--- src/rtl/key_repeat.sv ---
// key_repeat: keyboard auto-repeat controller producing key events on valid/ready
// Feature macro KEY_REPEAT_AUTO_EN enables delay/rate repeats; press events only otherwise.
module key_repeat #(
   parameter int DELAY_TICKS = 50,
   parameter int RATE_TICKS  = 3,
   parameter int CODE_WIDTH  = 8
) (
   input  logic                  clk,
   input  logic                  reset,
   input  logic                  key_down,
   input  logic [CODE_WIDTH-1:0] key_code,
   output logic                  event_valid,
   output logic [CODE_WIDTH-1:0] event_code,
   input  logic                  event_ready,
   output logic                  timer_clear,
   output logic                  timer_enabled,
   input  logic                  timer_finished
);
`ifdef KEY_REPEAT_AUTO_EN
   localparam int MAX_TICKS = DELAY_TICKS > RATE_TICKS ? DELAY_TICKS : RATE_TICKS;
   localparam int TW = $clog2(MAX_TICKS + 1);
   typedef enum logic [1:0] {IDLE, SEND, DELAY, REPEAT} state_t;
   state_t state_q, state_d, after_send_q, after_send_d;
   logic [TW-1:0] ticks_q, ticks_d;
   logic terminal;
`else
   typedef enum logic {IDLE, SEND} state_t;
   state_t state_q, state_d;
   logic unused_finished;
`endif
   logic key_prev_q;
   logic [CODE_WIDTH-1:0] code_q, code_d;
   logic press, handshake;
   assign press = key_down && !key_prev_q;
   assign event_valid = state_q == SEND;
   assign event_code = event_valid ? code_q : '0;
   assign handshake = event_valid && event_ready;
`ifdef KEY_REPEAT_AUTO_EN
   assign timer_enabled = state_q == DELAY || state_q == REPEAT;
   assign timer_clear = !timer_enabled || timer_finished;
   assign terminal = state_q == DELAY ? ticks_q == TW'(DELAY_TICKS) : ticks_q == TW'(RATE_TICKS);
   // next state: release beats code change beats interval expiry while counting
   always_comb begin
      state_d = state_q;
      code_d = code_q;
      after_send_d = after_send_q;
      ticks_d = ticks_q;
      if (state_q == IDLE) begin
         if (press) begin
            state_d = SEND;
            code_d = key_code;
            after_send_d = DELAY;
         end
      end else if (state_q == SEND) begin
         if (handshake) begin
            state_d = key_down ? after_send_q : IDLE;
            ticks_d = '0;
         end
      end else begin
         ticks_d = ticks_q + TW'(timer_finished);
         if (!key_down) begin
            state_d = IDLE;
         end else if (key_code != code_q) begin
            state_d = SEND;
            code_d = key_code;
            after_send_d = DELAY;
         end else if (terminal) begin
            state_d = SEND;
            after_send_d = REPEAT;
         end
      end
   end
   // state, latched code, interval bookkeeping and key level history
   always_ff @(posedge clk) begin
      if (reset) begin
         state_q <= IDLE;
         after_send_q <= DELAY;
         ticks_q <= '0;
         code_q <= '0;
         key_prev_q <= 1'b0;
      end else begin
         state_q <= state_d;
         after_send_q <= after_send_d;
         ticks_q <= ticks_d;
         code_q <= code_d;
         key_prev_q <= key_down;
      end
   end
`else
   assign timer_enabled = 1'b0;
   assign timer_clear = 1'b1;
   assign unused_finished = timer_finished;
   // next state: one event per press, a held key never re-triggers
   always_comb begin
      state_d = state_q;
      code_d = code_q;
      if (state_q == IDLE && press) begin
         state_d = SEND;
         code_d = key_code;
      end else if (state_q == SEND && handshake) begin
         state_d = IDLE;
      end
   end
   // state, latched code and key level history
   always_ff @(posedge clk) begin
      if (reset) begin
         state_q <= IDLE;
         code_q <= '0;
         key_prev_q <= 1'b0;
      end else begin
         state_q <= state_d;
         code_q <= code_d;
         key_prev_q <= key_down;
      end
   end
`endif
endmodule

--- config.mk ---
export PLATFORM = sky130hd
export DESIGN_NAME = key_repeat
export DESIGN_NICKNAME = d
export VERILOG_FILES = /design/src/rtl/key_repeat.sv
export SDC_FILE = /design/constraint.sdc
export NUM_CORES = 1
export LEC_CHECK = 0
export ABC_AREA = 1
export CORE_ASPECT_RATIO = 0.75
export CORE_MARGIN = 2
export CORE_UTILIZATION = 29
export CTS_BUF_LIST = sky130_fd_sc_hd__clkbuf_8
export CTS_CLUSTER_DIAMETER = 200
export DETAILED_ROUTE_END_ITERATION = 7
export GPL_ROUTABILITY_DRIVEN = 0
export SLEW_MARGIN = 20
export SYNTH_ARGS = -nofsm -noshare
export SYNTH_HDL_FRONTEND = slang
export SYNTH_SLANG_ARGS = --single-unit
--- constraint.sdc ---
create_clock -name clk -period 1.3 [get_ports clk]
set_input_delay 0.325 -clock clk [delete_from_list [all_inputs] [get_ports clk]]
set_output_delay 0.325 -clock clk [all_outputs]
set_load 0.1 [all_outputs]
==> results by group, run 1 <==
Finish
  • Most common cell after layout, fill and taps aside: nand2_1
  • Most frequent cells in the layout: nand2_1, inv_1, clkdlybuf4s50_1
  • Layout cells sized above 1: 48.1%
  • Area grow syn2layout: 81.3%
  • Final Util: 56.8%
  • Nets: 122
  • Diodes inserted: 0

Worst setup path
  • Worst path max stage delay: 430 ps
  • Worst Setup EP: event_code[3]
  • Flop2flop setup slack: 50 ps
  • Critical Path, Cell by Cell: nand2_2 -> clkinvlp_4 -> buf_12
  • Crit. path cell count: 3
  • Slowest CP cell: dfxtp_4
  • R2R depth: 7
  • CP top delay family: flip-flops
  • CP Data Required Time: 980 ps
  • Reg-to-reg startpoint: event_valid
  • Reg2Reg Capture Point: code_q[5]
  • Crit path kind: reg -> out
  • CP bufs+invs: 2
  • Crit. End Element: output port
  • Crit-path max FO: 9
  • Critical Path AT: 1010 ps
  • Critical path launch point: event_valid
  • Startpoint Class: register

Pwr
  • Power per Cell Area: 984 nW/µm²
  • Total Power Consumption: 0.991 mW
  • Leak Pwr: 0.433 nW
  • Max IR drop VDD: 624 µV

Hold path
  • Hold Path Class: reg -> reg

Floorplanning
  • Die area: 2290 µm²
  • Starting density of the core: 31.3%
  • Ports: 24
  • Die X: 54.5 µm
  • Core area: 1770 µm²
  • # rows: 13
  • Die Height: 41.9 µm

Yosys
  • Synth Register Bits: 10
  • Sequential fraction of the synthesis area: 36.0%
  • Mux cell area share after synthesis: 0%
  • Gate Count Post-Synth: 80
  • Post-synthesis adder-cell area fraction: 0%
  • Post-Syn Area: 556 µm²
  • Mapped Avg Cell Area: 6.94 µm²
  • Main combinational cell family by area after synthesis: simple AND/OR/NAND/NOR gates
  • Simple-gate portion of the synthesized area: 37.8%
  • Syn. warnings: 0
  • Syn nets: 93
  • Compound-Gate Fraction of Synth Area: 1.58%
  • XOR/XNOR Fraction of Synth Area: 0%
  • Synth cell types: 15

Place
  • HPWL Detailed: 722 µm
  • Port Buf Inserts: 20

CTS
  • Worst-path clk slew: 50 ps
  • Latest clock arrival within the worst-skew pair: 240 ps
  • CTS Hold Bufs: 0
  • CTS Root Buffer Type: clkbuf_8
  • Maximum buffer depth of the clock tree: 2
  • CTS tree: yes
  • TritonCTS buffer count: 3
  • Clock sinks: 10
  • CTS H-tree depth: 1

STA
  • Crit share post-route: 103%
  • Max Transition Viols Final: 0
  • Post-route worst setup slack: -39.1 ps
  • F_max: 747 MHz
  • Final setup fails: 9
  • Final hold viol count: 0
  • Final Skew: 7.71 ps
  • Setup total negative slack: -153 ps
  • RSZ-0062 raised after global routing: true
  • Hold_ws: 521 ps
  • Post-route minimum period: 1340 ps

Routing
  • Via count: 511
  • DR vias/cell: 3.93
  • Post-route ant nets: 0
  • Final WL: 1000 µm
  • Routed length per instance: 7.70 µm
  • First DRT Iteration DRCs: 7
  • Drt drc: 0
  • 1st-pass router iterations: 4

Global route
  • First-pass GRT wire length: 1530 µm
  • Initial antenna violation count: 0
  • Remaining Overflow, GRT: 0
  • Largest net degree at the start of global routing: 18
  • Tot GR Track Use: 9.74%
  • Vias in the first global route: 365

Job
  • Max_cap viols: 0

Status
  • Status: complete, but fails checks
  • Failing checks: setup timing
cells by family (layout without fill, tap and decap cells):
kind of cell / after synthesis / count (layout)
buf+inv: 24 / 52
compound gates: 1 / 1
other cells: 2 / 2
flops: 10 / 10
simple gates: 43 / 43
through the flow:
step	setup WS, ps	area [µm²]	cells
final	-39.1	1010	130
after detailed placement	-136	897	119
after floorplan	-129	613	80
after CTS	-57.8	957	125
after global placement	-122	897	119
after global routing	-83.8	1010	130
cell usage after synthesis:
| library cell | instances | area share [%] |
|---|---|---|
| inv_4 | 1 | 1.1 |
| nand3_4 | 1 | 3.2 |
| inv_1 | 18 | 12 |
| nand2_1 | 22 | 15 |
| bufinv_8 | 1 | 3.2 |
| nand2_2 | 1 | 1.1 |
| nand2_4 | 1 | 2.0 |
| conb_1 | 2 | 1.4 |
| buf_6 | 2 | 4.1 |
| a21oi_2 | 1 | 1.6 |
| nor2_2 | 9 | 10 |
| nor2_1 | 8 | 5.4 |
| buf_4 | 2 | 2.7 |
| or2_1 | 1 | 1.1 |
| dfxtp_1 | 10 | 36 |
cell type report:
type / instances / area (µm²)
sequential: 10 / 204
clock buffer: 3 / 41.3
fill: 169 / 766
tap: 22 / 27.5
timing repair buffer: 28 / 363
inverter: 20 / 121
clock inverter: 1 / 3.75
multi-input combinational: 46 / 246
metal layers:
metal	wire length [µm]	vias to the layer above	part of all wire, %	track usage [%]
met3	116	0	12	7.55
met5	0	-	0	0
met4	0	0	0	1.50
met2	420	19	42	12.5
met1	464	220	46	12.9
li1	-	272	-	-
sequential cells by signal, summed over array words and instances (netlist names):
signal,cells
code_q,8
event_valid,1
key_prev_q,1
worst min-delay path by stage:
stage | from | to | cells past startpoint
after floorplan | reset | event_valid | 1
after global placement | code_q[3] | code_q[3] | 4
after detailed placement | code_q[0] | code_q[0] | 4
after CTS | code_q[0] | code_q[0] | 4
after global routing | code_q[0] | code_q[0] | 4
final | code_q[0] | code_q[0] | 4
tightest hold or removal path, cell delays in order (launching register included):
cell and delay [ps]:
dfxtp_1 310, inv_1 50, nand2_1 40, nand2_1 50, nor2_1 30
power by group:
group	leakage [nW]	internal, mW	switching (mW)
Clock	0.0269	0.207	0.120
Combinational	0.322	0.133	0.177
Sequential	0.0835	0.333	0.0216
what timing repair did:
action	CTS	global route
buffers inserted	2	5
setup endpoints to repair	8	17
gates resized for setup	0	0
gates cloned	0	0
Note: power is estimated with default switching activity, not from simulation.
==> inputs of run 2 (changes only) <==
==> constraint.sdc (replaced) <==
create_clock -name clk -period 1.35 [get_ports clk]
set_input_delay 0.3375 -clock clk [delete_from_list [all_inputs] [get_ports clk]]
set_output_delay 0.3375 -clock clk [all_outputs]
set_load 0.1 [all_outputs]
==> run 2 against run 1 <==
Effect of this change:
- largest power group unchanged
- utilization down 1.8 points
- the flow still finishes with violations (setup timing)
- clock skew about the same
- via count down 2.2%
==> results by group, run 2 (synthesized netlist as in run 1, its figures left out) <==
Status
  • Status: complete, but fails checks
  • Failing checks: setup timing

Hold path
  • Hold Path Class: reg -> reg

CTS
  • CTS Root Buffer Type: clkbuf_8
  • Latest clock arrival within the worst-skew pair: 240 ps (about the same)
  • Maximum buffer depth of the clock tree: 2 (unchanged)
  • CTS H-tree depth: 1 (unchanged)
  • Clock sinks: 10 (unchanged)
  • Worst-path clk slew: 50 ps (about the same)
  • TritonCTS buffer count: 3 (unchanged)
  • CTS Hold Bufs: 0 (unchanged)
  • CTS tree: yes

Finish
  • Top reg by flops: code_q
  • Layout cells sized above 1: 46.2% (-2.0 points)
  • Max FFs per register: 8 (unchanged)
  • Most frequent cells in the layout: nand2_1, inv_1, clkdlybuf4s50_1
  • Final Util: 55.0% (-1.8 points)
  • Diodes inserted: 0 (unchanged)
  • Area grow syn2layout: 75.5%
  • Most common cell after layout, fill and taps aside: nand2_1
  • Post-route insts no fill: 126 (-3.1%)
  • Final Cell Area: 975 µm² (-3.2%)
  • Nets: 118 (-3.3%)

Floorplanning
  • # rows: 13 (unchanged)
  • Starting density of the core: 31.3% (unchanged)
  • Die Height: 41.9 µm (unchanged)
  • Die area: 2290 µm² (unchanged)
  • Die X: 54.5 µm (unchanged)
  • Core area: 1770 µm² (unchanged)
  • Ports: 24 (unchanged)

Pwr
  • Leak Pwr: 0.410 nW (-5.2%)
  • Power per Cell Area: 967 nW/µm² (-1.6%)
  • Register share of total power: 36.1% (+0.3 points)
  • Switching portion of total power: 33.1% (+1.0 points)
  • Int Pwr: 0.630 mW (-6.2%)
  • Max IR drop VDD: 544 µV (-13%)
  • Total Power Consumption: 0.943 mW (-4.8%)
  • Clock share of power: 33.7% (+0.7 points)
  • Comb power frac: 30.2% (-1.1 points)
  • Sw Pwr: 0.313 mW (-1.8%)

STA
  • Max Transition Viols Final: 0 (unchanged)
  • Crit share post-route: 100%
  • Post-route minimum period: 1350 ps
  • F_max: 740 MHz
  • Final Skew: 7.84 ps (+0.128 ps)
  • Final hold viol count: 0 (unchanged)
  • RSZ-0062 raised after global routing: true
  • Post-route worst setup slack: -1.68 ps (+37.4 ps)
  • Final setup fails: 1 (-8)

Worst setup path
  • Crit path kind: reg -> out
  • Critical Path AT: 1010 ps (about the same)
  • Worst path max stage delay: 430 ps (about the same)
  • CP Data Required Time: 1010 ps (+30 ps)
  • Slowest CP cell: dfxtp_4
  • Critical Path, Cell by Cell: nand2_2 -> clkinvlp_4 -> buf_12
  • Startpoint Class: register
  • Crit. End Element: output port
  • Crit-path max FO: 9 (unchanged)

Job
  • Max_cap viols: 0 (unchanged)

Place
  • Post-Place Cells: 119 (unchanged)
  • Port Buf Inserts: 20 (unchanged)
  • Worst slack, placed: -113 ps (+23.3 ps)
  • HPWL Detailed: 728 µm (+0.83%)
  • Cell Area, Placed: 897 µm² (unchanged)

Routing
  • Routed length per instance: 9.10 µm (+18%)
  • DR vias/cell: 3.97 (+0.95%)
  • 1st-pass router iterations: 2 (-2)
  • Drt drc: 0 (unchanged)
  • Final WL: 1150 µm (+14%)
  • Post-route ant nets: 0 (unchanged)
  • First DRT Iteration DRCs: 5 (-2)
  • Via count: 500 (-2.2%)

Global route
  • Remaining Overflow, GRT: 0 (unchanged)
  • Tot GR Track Use: 10.1% (+0.37 points)
  • First-pass GRT wire length: 1610 µm (+5.4%)
  • Vias in the first global route: 404 (+11%)
  • Largest net degree at the start of global routing: 18 (unchanged)
  • Initial antenna violation count: 0 (unchanged)
run 2: cell count changes in the layout (fill, tap and decap cells not counted), sizes merged:
cell,delta
buf,-5
nand3,+1
run 2: what timing repair did:
action                                  in CTS  in global routing
gates resized for setup                      0                  1
buffers inserted                             2                  0
endpoints found under the setup margin       8                 13
gates cloned                                 0                  1
run 2: routing by layer:
metal  vias up  track usage [%]  share of wire, %
li1        268                -                 -
met1       210             12.3                46
met2        19             14.5                43
met3         3             6.47               9.5
met4         0             3.00               1.1
met5         -                0                 0
run 2: final timing paths:
path | start | to | slack (ps) | cells after the start
max | event_valid | event_code[3] | -2 | 3
min | code_q[0] | code_q[0] | 520 | 4
max reg2reg | event_valid | code_q[7] | 150 | 6
min reg2reg | code_q[0] | code_q[0] | 520 | 4
run 2: layout make-up:
| type | instances | area [µm²] |
|---|---|---|
| clock buffers | 3 | 41.3 |
| flip-flops and latches | 10 | 204 |
| fillers | 172 | 798 |
| well taps | 22 | 27.5 |
| multi-input cells | 47 | 264 |
| inverters | 20 | 121 |
| clock inverters | 1 | 3.75 |
| repair buffers | 23 | 313 |
run 2: metrics by stage:
stage               hold slack (ps)  TNS (ps)
global route                    549      -294
detailed placement              513      -839
global placement                511      -584
CTS                             523     -26.8
floorplan                       391      -715
finish                          522     -1.68
run 2: worst max-delay path: cells and delay by family (launching register included):
kind                   cells  cell delay (ps)
AND/OR/NAND/NOR            1               90
buffers and inverters      2              250
flip-flops                 1              430
run 2: power by group through the flow:
stage | clock network (mW) | logic [mW] | registers [mW]
3_3_place_gp | 0 | 0.264 | 0.350
3_5_place_dp | 0 | 0.267 | 0.350
5_1_grt | 0.346 | 0.301 | 0.345
6_report | 0.318 | 0.285 | 0.341
2_1_floorplan | 0 | 0.185 | 0.354
4_1_cts | 0.337 | 0.278 | 0.341
==> inputs of run 3 (changes only) <==
--- a/config.mk
+++ b/config.mk
@@ -10,7 +10,7 @@
 export CORE_MARGIN = 2
 export CORE_UTILIZATION = 29
 export CTS_BUF_LIST = sky130_fd_sc_hd__clkbuf_8
-export CTS_CLUSTER_DIAMETER = 200
+export CTS_CLUSTER_DIAMETER = 80
 export DETAILED_ROUTE_END_ITERATION = 7
 export GPL_ROUTABILITY_DRIVEN = 0
 export SLEW_MARGIN = 20
==> results of run 3 <==
No change in the layout: final DEF, timing and power equal those of run 2.
